File: src/rtl/gray_counter.sv
// Loadable Gray-code pointer counter with a synchronised remote-pointer decoder.
// Define GRAY_COUNTER_UPDOWN_EN to honour dir and build down-counting with down-wrap.
module gray_counter #(
  parameter int DATAWIDTH   = 4,
  parameter int SYNC_STAGES = 2
) (
  input  logic                 clk,
  input  logic                 rst_n,
  input  logic                 en,
  input  logic                 dir,
  input  logic                 load,
  input  logic [DATAWIDTH-1:0] load_value,
  output logic [DATAWIDTH-1:0] bin_out,
  output logic [DATAWIDTH-1:0] gray_out,
  output logic                 wrap,
  input  logic [DATAWIDTH-1:0] remote_gray_in,
  output logic [DATAWIDTH-1:0] remote_bin_out
);

  logic [DATAWIDTH-1:0] r_bin, r_gray, r_rbin;
  logic                 r_wrap;
  logic [DATAWIDTH-1:0] w_bin_nxt, w_gray_nxt, w_rsync, w_rdec;
  logic                 w_wrap_nxt;

  always_comb begin
    w_bin_nxt  = r_bin;
    w_wrap_nxt = 1'b0;
    if (load) begin
      w_bin_nxt = load_value;
    end else if (en) begin
`ifdef GRAY_COUNTER_UPDOWN_EN
      if (dir) begin
        w_bin_nxt  = r_bin + 1'b1;
        w_wrap_nxt = &r_bin;
      end else begin
        w_bin_nxt  = r_bin - 1'b1;
        w_wrap_nxt = ~|r_bin;
      end
`else
      w_bin_nxt  = r_bin + 1'b1;
      w_wrap_nxt = &r_bin;
`endif
    end
    // Gray is derived from the next binary value so both flops update together.
    w_gray_nxt = w_bin_nxt ^ (w_bin_nxt >> 1);
  end

`ifndef GRAY_COUNTER_UPDOWN_EN
  logic w_unused_dir;
  assign w_unused_dir = dir;
`endif

  always_ff @(posedge clk or negedge rst_n) begin
    if (!rst_n) begin
      r_bin  <= '0;
      r_gray <= '0;
      r_wrap <= 1'b0;
    end else begin
      r_bin  <= w_bin_nxt;
      r_gray <= w_gray_nxt;
      r_wrap <= w_wrap_nxt;
    end
  end

  generate
    if (SYNC_STAGES == 0) begin : g_nosync
      assign w_rsync = remote_gray_in;
    end else begin : g_sync
      logic [SYNC_STAGES-1:0][DATAWIDTH-1:0] r_sync;
      always_ff @(posedge clk or negedge rst_n) begin
        if (!rst_n) begin
          r_sync <= '0;
        end else begin
          r_sync[0] <= remote_gray_in;
          for (int s = 1; s < SYNC_STAGES; s++) r_sync[s] <= r_sync[s-1];
        end
      end
      assign w_rsync = r_sync[SYNC_STAGES-1];
    end
  endgenerate

  always_comb begin
    w_rdec = '0;
    w_rdec[DATAWIDTH-1] = w_rsync[DATAWIDTH-1];
    for (int i = DATAWIDTH-2; i >= 0; i--) w_rdec[i] = w_rdec[i+1] ^ w_rsync[i];
  end

  always_ff @(posedge clk or negedge rst_n) begin
    if (!rst_n) r_rbin <= '0;
    else        r_rbin <= w_rdec;
  end

  assign bin_out        = r_bin;
  assign gray_out       = r_gray;
  assign wrap           = r_wrap;
  assign remote_bin_out = r_rbin;

endmodule

File: config.mk
export PLATFORM = sky130hd
export DESIGN_NAME = gray_counter
export DESIGN_NICKNAME = d
export VERILOG_FILES = /design/src/rtl/gray_counter.sv
export SDC_FILE = /design/constraint.sdc
export NUM_CORES = 1
export LEC_CHECK = 0
export CAP_MARGIN = 20
export CORE_UTILIZATION = 37
export DETAILED_ROUTE_END_ITERATION = 12
export PLACE_DENSITY = 0.78
export SLEW_MARGIN = 0
export SYNTH_ARGS = -nofsm -noshare
export SYNTH_HDL_FRONTEND = slang
export SYNTH_SLANG_ARGS = --single-unit
File: constraint.sdc
create_clock -name clk -period 1.4 [get_ports clk]
set_clock_uncertainty 0.1 [all_clocks]
set_input_delay 0.28 -clock clk [delete_from_list [all_inputs] [get_ports clk]]
set_output_delay 0.28 -clock clk [all_outputs]
set_load 0.05 [all_outputs]
=== Word level (Yosys, flattened, before mapping) ===
Index checks and enable logic that the tools add are counted.

* Bits in registers: 21
* Bits of input ports: 13
* Output and inout port bits: 13

* $add $sub $neg: 1
* Muxes and demuxes: 4
* Bitwise logic cells: 4
* Reduce and logical (&&, ||, !) cells: 1

{| class="wikitable"
|+ Operators by type and width
! operator !! count
|-
| $mux W4 || 2
|-
| $add A4 B1 Y4 const B || 1
|-
| $reduce_and A4 Y1 || 1
|-
| $xor A4 B3 Y4 || 1
|-
| $xor A1 B1 Y1 || 3
|-
| $mux W1 || 2
|}

=== Longest topological paths before layout ===
* Depth in word-level cells: 4
* Depth in mapped cells: 5

=== Worst setup path after synthesis ===
Ideal clock, no wire load.

* Path type: flip-flop to flip-flop
* Start point: register r_bin[0] (netlist: bin_out[0])
* End point: register r_gray[1] (netlist: gray_out[1])
* Setup time: 79 ps
* Data arrival time: 1528 ps
* Data required time: 1221 ps
* Slack: -307 ps
* Stages on the path, launching flop included: 6
* Buffers on the path: 0
* Cells stage by stage: dfrtp_1 > ha_1 > mux2i_1 > nor2_1 > a21oi_1 > xor2_1

* Cells in the longest elaborated chain, start to end: 4

{| class="wikitable"
|+ Ends and longest elaborated chain
! element !! line !! text
|-
| start, declared || 20 || <nowiki>logic [DATAWIDTH-1:0] r_bin, r_gray, r_rbin;</nowiki>
|-
| start signal, assigned || 59 || <nowiki>r_bin <= w_bin_nxt;</nowiki>
|-
| $add A4 B1 Y4 || 40 || <nowiki>w_bin_nxt = r_bin + 1'b1;</nowiki>
|-
| $mux W4 || 30 || <nowiki>end else if (en) begin</nowiki>
|-
| $mux W4 || 28 || <nowiki>if (load) begin</nowiki>
|-
| $xor A4 B3 Y4 || 45 || <nowiki>w_gray_nxt = w_bin_nxt ^ (w_bin_nxt >> 1);</nowiki>
|-
| via w_gray_nxt[1] || 22 || <nowiki>logic [DATAWIDTH-1:0] w_bin_nxt, w_gray_nxt, w_rsync, w_rdec;</nowiki>
|-
| end signal, assigned || 60 || <nowiki>r_gray <= w_gray_nxt;</nowiki>
|-
| end, declared || 20 ||
|}

The timed path passes the listed nets, and every way through them passes these cells.

=== Worst setup path after layout ===
* Start point: register r_bin[1] (netlist: bin_out[1])
* End point: output bin_out[1]

{| class="wikitable"
|+ RTL lines
! element !! line !! text
|-
| end, declared || 13 || <nowiki>output logic [DATAWIDTH-1:0] bin_out,</nowiki>
|}

No word-level cell between the ends.

==> impl_metrics.csv <==
group,metric,value,unit
critical_path,cp.depth,2,
placement,place_ws,-0.336,ns
synthesis,synth_xor_area_share,11.5,%
clock_tree,cts_max_level,1,
power,power_switching,0.000559,W
floorplanning,core,1730,µm²
routing,first_iter_violations,9,
critical_path,start_kind,"flop",
synthesis,ys_top_cells_by_count,"20 x dfrtp_1, 5 x xor2_1, 4 x xnor2_1",
critical_path,cp_num_buf_inv,2,
critical_path,rrSetupSlack,-0.01,ns
critical_path,end_kind,"primary output",
synthesis,synth_fp_nets,60,
routing,via_per_inst,4.43,
synthesis,ys_ff_latch,20,
sta,period_share,101,%
placement,dp_hpwl,1.07,mm
sta,tightest_slew,0.303,ns
synthesis,ys_seq_area_share,73.0,%
global_route,antenna_found_initial,0,
layout,finish.utilization,69.9,%
placement,portBuffers,24,
routing,wl,1.35,mm
synthesis,synth_area,686,µm²
sta,whs,0.210,ns
synthesis,yosys_warnings,0,
layout,drive_gt1_share,43.0,%
layout,fillers,123,
sta,setup_viol,2,
clock_tree,cts_tree,"built",
clock_tree,cts_buffers,3,
power,clkPwrFrac,19.0,%
power,seqPwrFrac,42.1,%
synthesis,netlist_instances,46,
synthesis,yosys.cell_count.top_type,"dfrtp_1",
layout,syn2layout_area_growth,76.1,%
global_route,overflow,0,
synthesis,synth_top_flop_cell,"dfrtp_1",
power,power_frac_comb,39.0,%
clock_tree,path_clk_slew,0.10,ns
critical_path,critPathCapture,"bin_out[1]",
sta,finalHoldViolCount,0,
floorplanning,rows,15,
routing,num_vias,461,
min_path,hold_path_class,"in2async",
layout,nNetsFinal,94,
layout,diodes,0,
floorplanning,die_h,45.0,µm
run,maxCapViolations,0,
power,switching_share,32.9,%
synthesis,synth_top_family_by_area,"XOR/XNOR gates",
routing,wl_per_cell,13.0,µm
critical_path,worst-path-max-fanout,3,
global_route,grt_usage,15.6,%
status,outcome,"complete, but fails checks",
routing,drtAntennaViolNets,0,
sta,report.final.slew_viol_count,0,
synthesis,ys_top_cells_by_area,"dfrtp_1 73%, xor2_1 6.4%, xnor2_1 5.1%, mux2i_2 2.0%, ha_1 1.8%",
synthesis,synthSimpleGateAreaFrac,4.56,%
sta,finalCriticalPeriod,1.42,ns
synthesis,synth.top_cell.area_share,73.0,%
clock_tree,clk_latency,0.30,ns
floorplanning,dieArea,2030,µm²
power,p_per_area,1410,nW/µm²
clock_tree,cts-root-buf,"clkbuf_4",
floorplanning,io_pins,26,
layout,seq_area,505,µm²
layout,multi_input_area,200,µm²
power,p_int,0.00114,W
critical_path,path_class,"reg2out",
synthesis,yosysUniqueCellTypes,15,
synthesis,synthMuxAreaShare,3.47,%
synthesis,yosys.area_share.adder,1.82,%
power,ir_drop,0.891,mV
status,violations,"negative setup slack",
clock_tree,clock_path_buffers,2,
routing,drc,0,
critical_path,path_cells,"buf_4 > buf_12",
synthesis,async_flop_share,100,%
critical_path,required,1.02,ns
sta,relSlewSlack,79.7,%
placement,place_congestion,0.701,
routing,drtPass1Iterations,4,
critical_path,reg2reg_from,"bin_out[1]",
sta,max_freq,706,MHz
critical_path,critPathTopFamily,"flip-flops",
critical_path,crit_arrival,1.04,ns
global_route,grt_pass1_wl,2.12,mm
clock_tree,clock-sinks,20,
floorplanning,start_util,39.7,%
synthesis,syn-mean-instance-area,14.9,µm²
critical_path,cp_slowest_cell,"dfrtp_2",
power,power.leakage,0.534,nW
global_route,grt_pass1_vias,513,
synthesis,synth_enable_flop_cells,0,
critical_path,worstRegToRegCells,5,
floorplanning,die_x,45.0,µm
critical_path,r2r-end,"gray_out[1]",
synthesis,yosysTopAreaCell,"dfrtp_1",
synthesis,synth_compound_area_share,2.74,%
critical_path,crit_start,"bin_out[1]",
global_route,grt_max_degree,21,
sta,rsz0062_at_grt,"true",
critical_path,slowest_delay,0.44,ns
sta,worst_slack,-0.0166,ns
[power groups by stage]
stage | clock (W) | combinational, W | sequential [W]
after floorplan | 0 | 0.000110 | 0.000893
after global placement | 0 | 0.000630 | 0.000719
after detailed placement | 0 | 0.000651 | 0.000726
after CTS | 0.000334 | 0.000666 | 0.000714
after global routing | 0.000363 | 0.000692 | 0.000720
final | 0.000322 | 0.000662 | 0.000715
[how the worst min path moves through the flow]
stage | startpoint | endpoint | cells past startpoint
after floorplan | rst_n | bin_out[0] | 0
final | rst_n | gray_out[2] | 2
after global placement | g_sync.r_sync[2] | w_rsync[2] | 0
after detailed placement | g_sync.r_sync[1] | w_rsync[1] | 0
after global routing | rst_n | remote_bin_out[1] | 2
after CTS | rst_n | gray_out[2] | 2
[flip-flops by register name (all words and copies together), names as in the netlist]
register	cells
bin_out	4
w_rsync	4
g_sync.r_sync	4
remote_bin_out	4
wrap	1
gray_out	3
[through the flow]
stage	TNS, ns	cells	instance area [µm²]	total power (W)
2_1_floorplan	-0.123	46	716	0.00100
3_3_place_gp	-1.48	99	1150	0.00135
3_5_place_dp	-1.68	99	1150	0.00138
4_1_cts	-0.0670	104	1210	0.00171
5_1_grt	-0.351	104	1210	0.00178
6_report	-0.0278	104	1210	0.00170
[placed cells by master, fill, tap and decap left out]
cell / netlist / final
dfrtp_1: 20 / 16
o21ai_1: 1 / 1
buf_4: 1 / 6
nand2_1: 3 / 2
clkdlybuf4s50_1: 0 / 11
dfrtp_2: 0 / 4
nand4_1: 2 / 2
nor2_1: 2 / 2
ha_4: 0 / 1
xor2_1: 5 / 5
a21oi_2: 0 / 1
xnor2_1: 4 / 3
xnor2_2: 0 / 1
buf_12: 0 / 13
nand2_2: 0 / 1
inv_1: 2 / 2
mux2i_1: 1 / 1
buf_6: 0 / 1
clkbuf_8: 0 / 1
mux2i_4: 0 / 1
o21ai_2: 1 / 1
clkbuf_4: 0 / 3
[kinds of logic after synthesis]
group	count (synthesis)
muxes	2
AOI/OAI and AO/OA	3
adders and majority gates	1
DFF	20
xor gates and xnor gates	9
buffers and inverters	4
and+or+nand+nor	7
[repair_timing]
action,in CTS,in global routing
setup endpoints to repair,5,8
hold endpoints to repair,0,0
buffers inserted,1,0
hold buffers,0,0
resized for setup,2,1
[layer usage]
| metal | vias to the layer above | GRT usage [%] | part of all wire (%) |
|---|---|---|---|
| li1 | 211 | - | - |
| met1 | 225 | 15.8 | 36 |
| met2 | 21 | 27.8 | 58 |
| met3 | 4 | 2.80 | 4.1 |
| met4 | 0 | 12.1 | 2.4 |
| met5 | - | 0 | 0 |
[layout make-up]
cell class	instances	share of cell area, %
multi-input combinational	22	16.6
timing repair buffer	31	35.3
tap	25	2.59
inverter	2	0.622
clock buffer	4	3.01
sequential	20	41.9
[worst reg2reg max path: cells and delay by family, from the launching register on]
family | cells | cell delay [ns]
AOI/OAI and AO/OA | 1 | 0.19
xor gates and xnor gates | 1 | 0.16
and+or+nand+nor | 1 | 0.07
adders and majority gates | 1 | 0.24
muxes | 1 | 0.15
DFF | 1 | 0.44
No activity file was read; power rests on OpenSTA's default activity.
==> RTL change 1, RTL diff (same flow settings) <==
Put one more register stage on the output `bin_out`, without a reset. The value now appears one clock later. The other outputs are not delayed to match.
--- a/src/rtl/gray_counter.sv
+++ b/src/rtl/gray_counter.sv
@@ -90,7 +90,9 @@
     else        r_rbin <= w_rdec;
   end
 
-  assign bin_out        = r_bin;
+  always_ff @(posedge clk) begin
+    bin_out <= r_bin;
+  end
   assign gray_out       = r_gray;
   assign wrap           = r_wrap;
   assign remote_bin_out = r_rbin;
Behaviour: not the same (Yosys sat finds a counterexample within 4 cycles, from zero or initial values and one cycle with rst_n low).
==> RTL change 1 against the unedited design <==
  * Count of clock-buffer cells in the layout decreased by 1
  * Synthesized area rose by 12%
  * Design area up 5.9%
  * Routed wire length down 14%
  * Sequential power grew 19%
  * Maximum frequency rose by 2.0%
  * Sequential share of layout area up 3.5 points
  * Register-to-register slack gained 0.04 ns
  * Global-route usage down 1.7 points
  * Sequential cell count rose by 4
  * Power increased by 16%
  * Combinational power decreased by 5.0%
  * Critical path depth is 3 higher
  * Setup slack improved by 0.028 ns
  * Critical endpoint is now gray_out[1]
  * Highest routed layer unchanged
==> RTL change 1: results (changes against the unedited design) <==
- Status: complete, no violations
- Pwr per Cell Area: 1540 nW/µm² (+9.2%)
- Peak supply drop: 0.848 mV (-4.9%)
- Crit path from: en
- GRT Total Usage: 13.9% (-1.7 points)
- Crit path max fanout: 5 (+2)
- Seq. pwr: 0.848 mW (+19%)
- Pre-CTS setup slack: -0.279 ns (+0.0570 ns)
- Non-Filler Instances: 109 (+4.8%)
- Slowest stage cell on the critical path: clkdlybuf4s50_1
- Layout cells sized above 1: 34.1% (-8.9 points)
- Clock share of power: 24.8% (+5.8 points)
- Post-synth cell types: 16 (+1)
- Nets@finish: 97 (+3.2%)
- Normalized max-slew margin: 80.7% (+0.97 points)
- Xor/xnor share of the synthesized area: 10.3% (-1.2 points)
- Async SR Flop Fraction: 83.3% (-17 points)
- Vias in the first global route: 483 (-5.8%)
- Met3 WL: 28 µm (-50%)
- Drt first pass iters: 2 (-2)
- Largest stage delay on the critical path: 0.56 ns (+0.12 ns)
- Met3 usage: 3.40% (+0.60 points)
- DRT iter0 DRCs: 3 (-6)
- Adder-cell share of the synthesized area: 1.63% (-0.19 points)
- Top post-synthesis cells by area: dfrtp_1 65%, dfxtp_1 10%, xor2_1 5.7%
- LEAKAGE: 0.571 nW (+7.0%)
- Critical path data arrival time: 1.54 ns (+0.50 ns)
- Seq/Total Area, Yosys: 75.8% (+2.8 points)
- Post-Syn Area per Cell: 15.3 µm² (+2.7%)
- Drt total wl: 1.16 mm (-14%)
- Total nets after synthesis: 64 (+6.7%)
- Synth Area in Compound Gates: 2.45% (-0.29 points)
- Family with the most delay on the worst path: buffers and inverters
- Met2 Use GR: 25.5% (-2.3 points)
- # fillers: 148 (+20%)
==> RTL change 1: cell types whose count changed after synthesis <==
cell	change
dfxtp_1	+4
==> RTL change 1: path summary, 6_finish.rpt <==
check | endpoint | slack (ns) | cells past startpoint
setup / recovery | gray_out[1] | 0.01 | 5
hold / removal | wrap | 0.18 | 2
setup reg to reg | gray_out[1] | 0.03 | 5
hold reg to reg | w_rsync[1] | 0.26 | 0
max in group asynchronous | w_rsync[3] | 0.80 | 2
min in group clk | w_rsync[1] | 0.26 | 0
==> RTL change 1: layout make-up <==
class                   count  area (µm²)  share of cell area [%]
clock inverters             1        30.0                    2.35
multi-input cells          22         189                    14.8
repair buffers             30         415                    32.5
flip-flops and latches     24         581                    45.4
well taps                  27        33.8                    2.64
inverters                   2        7.51                   0.587
clock buffers               3        22.5                    1.76
==> RTL change 1: what timing repair did <==
action | CTS | global route
buffers inserted | 0 | 0
pin swaps | 0 | 1
gates resized for setup | 0 | 3
endpoints found under the setup margin | 1 | 4
==> RTL change 2, RTL diff (config.mk and constraints unchanged) <==
Without the edit above. Set the parameter `DATAWIDTH` to 6 (it was 4).
--- a/src/rtl/gray_counter.sv
+++ b/src/rtl/gray_counter.sv
@@ -1,7 +1,7 @@
 // Loadable Gray-code pointer counter with a synchronised remote-pointer decoder.
 // Define GRAY_COUNTER_UPDOWN_EN to honour dir and build down-counting with down-wrap.
 module gray_counter #(
-  parameter int DATAWIDTH   = 4,
+  parameter int DATAWIDTH   = 6,
   parameter int SYNC_STAGES = 2
 ) (
   input  logic                 clk,
Ports: changed (5 resized); port bits go from 26 to 36. The function was not compared with the original's and may differ.
==> RTL change 2 against the unedited design <==
  * The run still ends with negative setup slack left
  * Synthesized area grew 59%
  * Critical path type is now reg2reg
  * Largest cell class unchanged
  * Critical endpoint is now gray_out[4]
  * Count of clock-buffer cells in the layout grew 3
  * Power grew 73%
  * Combinational power grew 80%
  * Routed wire length grew 80%
  * Setup slack lost 0.18 ns
  * Via count grew 64%
  * Sequential cell count grew 10
  * Design area grew 69%
==> RTL change 2: results (changes against the unedited design) <==
- Status: complete, but fails checks
- Violated checks: negative setup slack
- Detailed placement HPWL: 1.61 mm (+51%)
- Net Switching: 0.957 mW (+71%)
- Seq/Total Area, Yosys: 68.8% (-4.2 points)
- Largest net degree at the start of global routing: 31 (+48%)
- Worst-margin pin slew: 0.297 ns (-0.00602 ns)
- Total nets after synthesis: 92 (+53%)
- IO buf count: 34 (+42%)
- Met3 WL: 103 µm (+84%)
- Gpl congestion: 0.809 (+15%)
- Post-synth cell types: 18 (+3)
- Met3 usage: 7.14% (+4.3 points)
- DR vias/cell: 4.45 (+0.46%)
- Global-route wire length before repair: 3.76 mm (+78%)
- Pre-CTS setup slack: -0.563 ns (-0.227 ns)
- Metal2 WL: 1.44 mm (+85%)
- Inserted Clock Buffers: 5 (+2)
- Reg-to-reg endpoint: gray_out[4]
- Worst-Skew Late Latency: 0.32 ns (+0.02 ns)
- # fillers: 182 (+48%)
- Post-CTS setup buffers: 5 (+4)
- Commonest cells in the netlist: 30 x dfrtp_1, 8 x xnor2_1, 8 x xor2_1
- Critical path data arrival time: 1.71 ns (+0.67 ns)
- Adder-cell share of the synthesized area: 1.15% (-0.68 points)
- Post-synthesis mux area share: 4.82% (+1.3 points)
- Finish-stage setup viols: 12 (+10)
- Met2 Use GR: 30.6% (+2.8 points)
- CP Capture Point: gray_out[4]
- CTS resizes: 9 (+7)
- Vias in the first global route: 810 (+58%)
- Peak supply drop: 1.20 mV (+35%)
- Final core occ: 73.5% (+3.6 points)
- Fin worst setup slack: -0.198 ns (-0.181 ns)
==> RTL change 2: cell types whose count changed after synthesis, sizes merged, moves of 2 or more <==
cell   change
dfrtp     +10
xnor2      +4
xor2       +4
nand2      +3
mux2       +2
==> RTL change 2: through the flow <==
step,instances,hold slack [ns],power [mW],TNS [ns]
detailed placement,156,0.235,2.20,-3.58
floorplan,74,-0.116,1.56,-0.707
global route,170,0.201,3.07,-1.75
finish,170,0.210,2.94,-0.897
global placement,156,0.234,2.17,-2.98
CTS,167,0.200,2.89,-0.718
==> RTL change 2: cell type report <==
| class | instances | area, µm² | area share, % |
|---|---|---|---|
| Inverter | 3 | 11.3 | 0.551 |
| Multi-Input combinational cell | 39 | 407 | 19.9 |
| Clock buffer | 7 | 45.0 | 2.20 |
| Sequential cell | 30 | 757 | 37.0 |
| Timing Repair Buffer | 59 | 756 | 37.0 |
| Tap cell | 31 | 38.8 | 1.90 |
| Clock inverter | 1 | 30.0 | 1.47 |
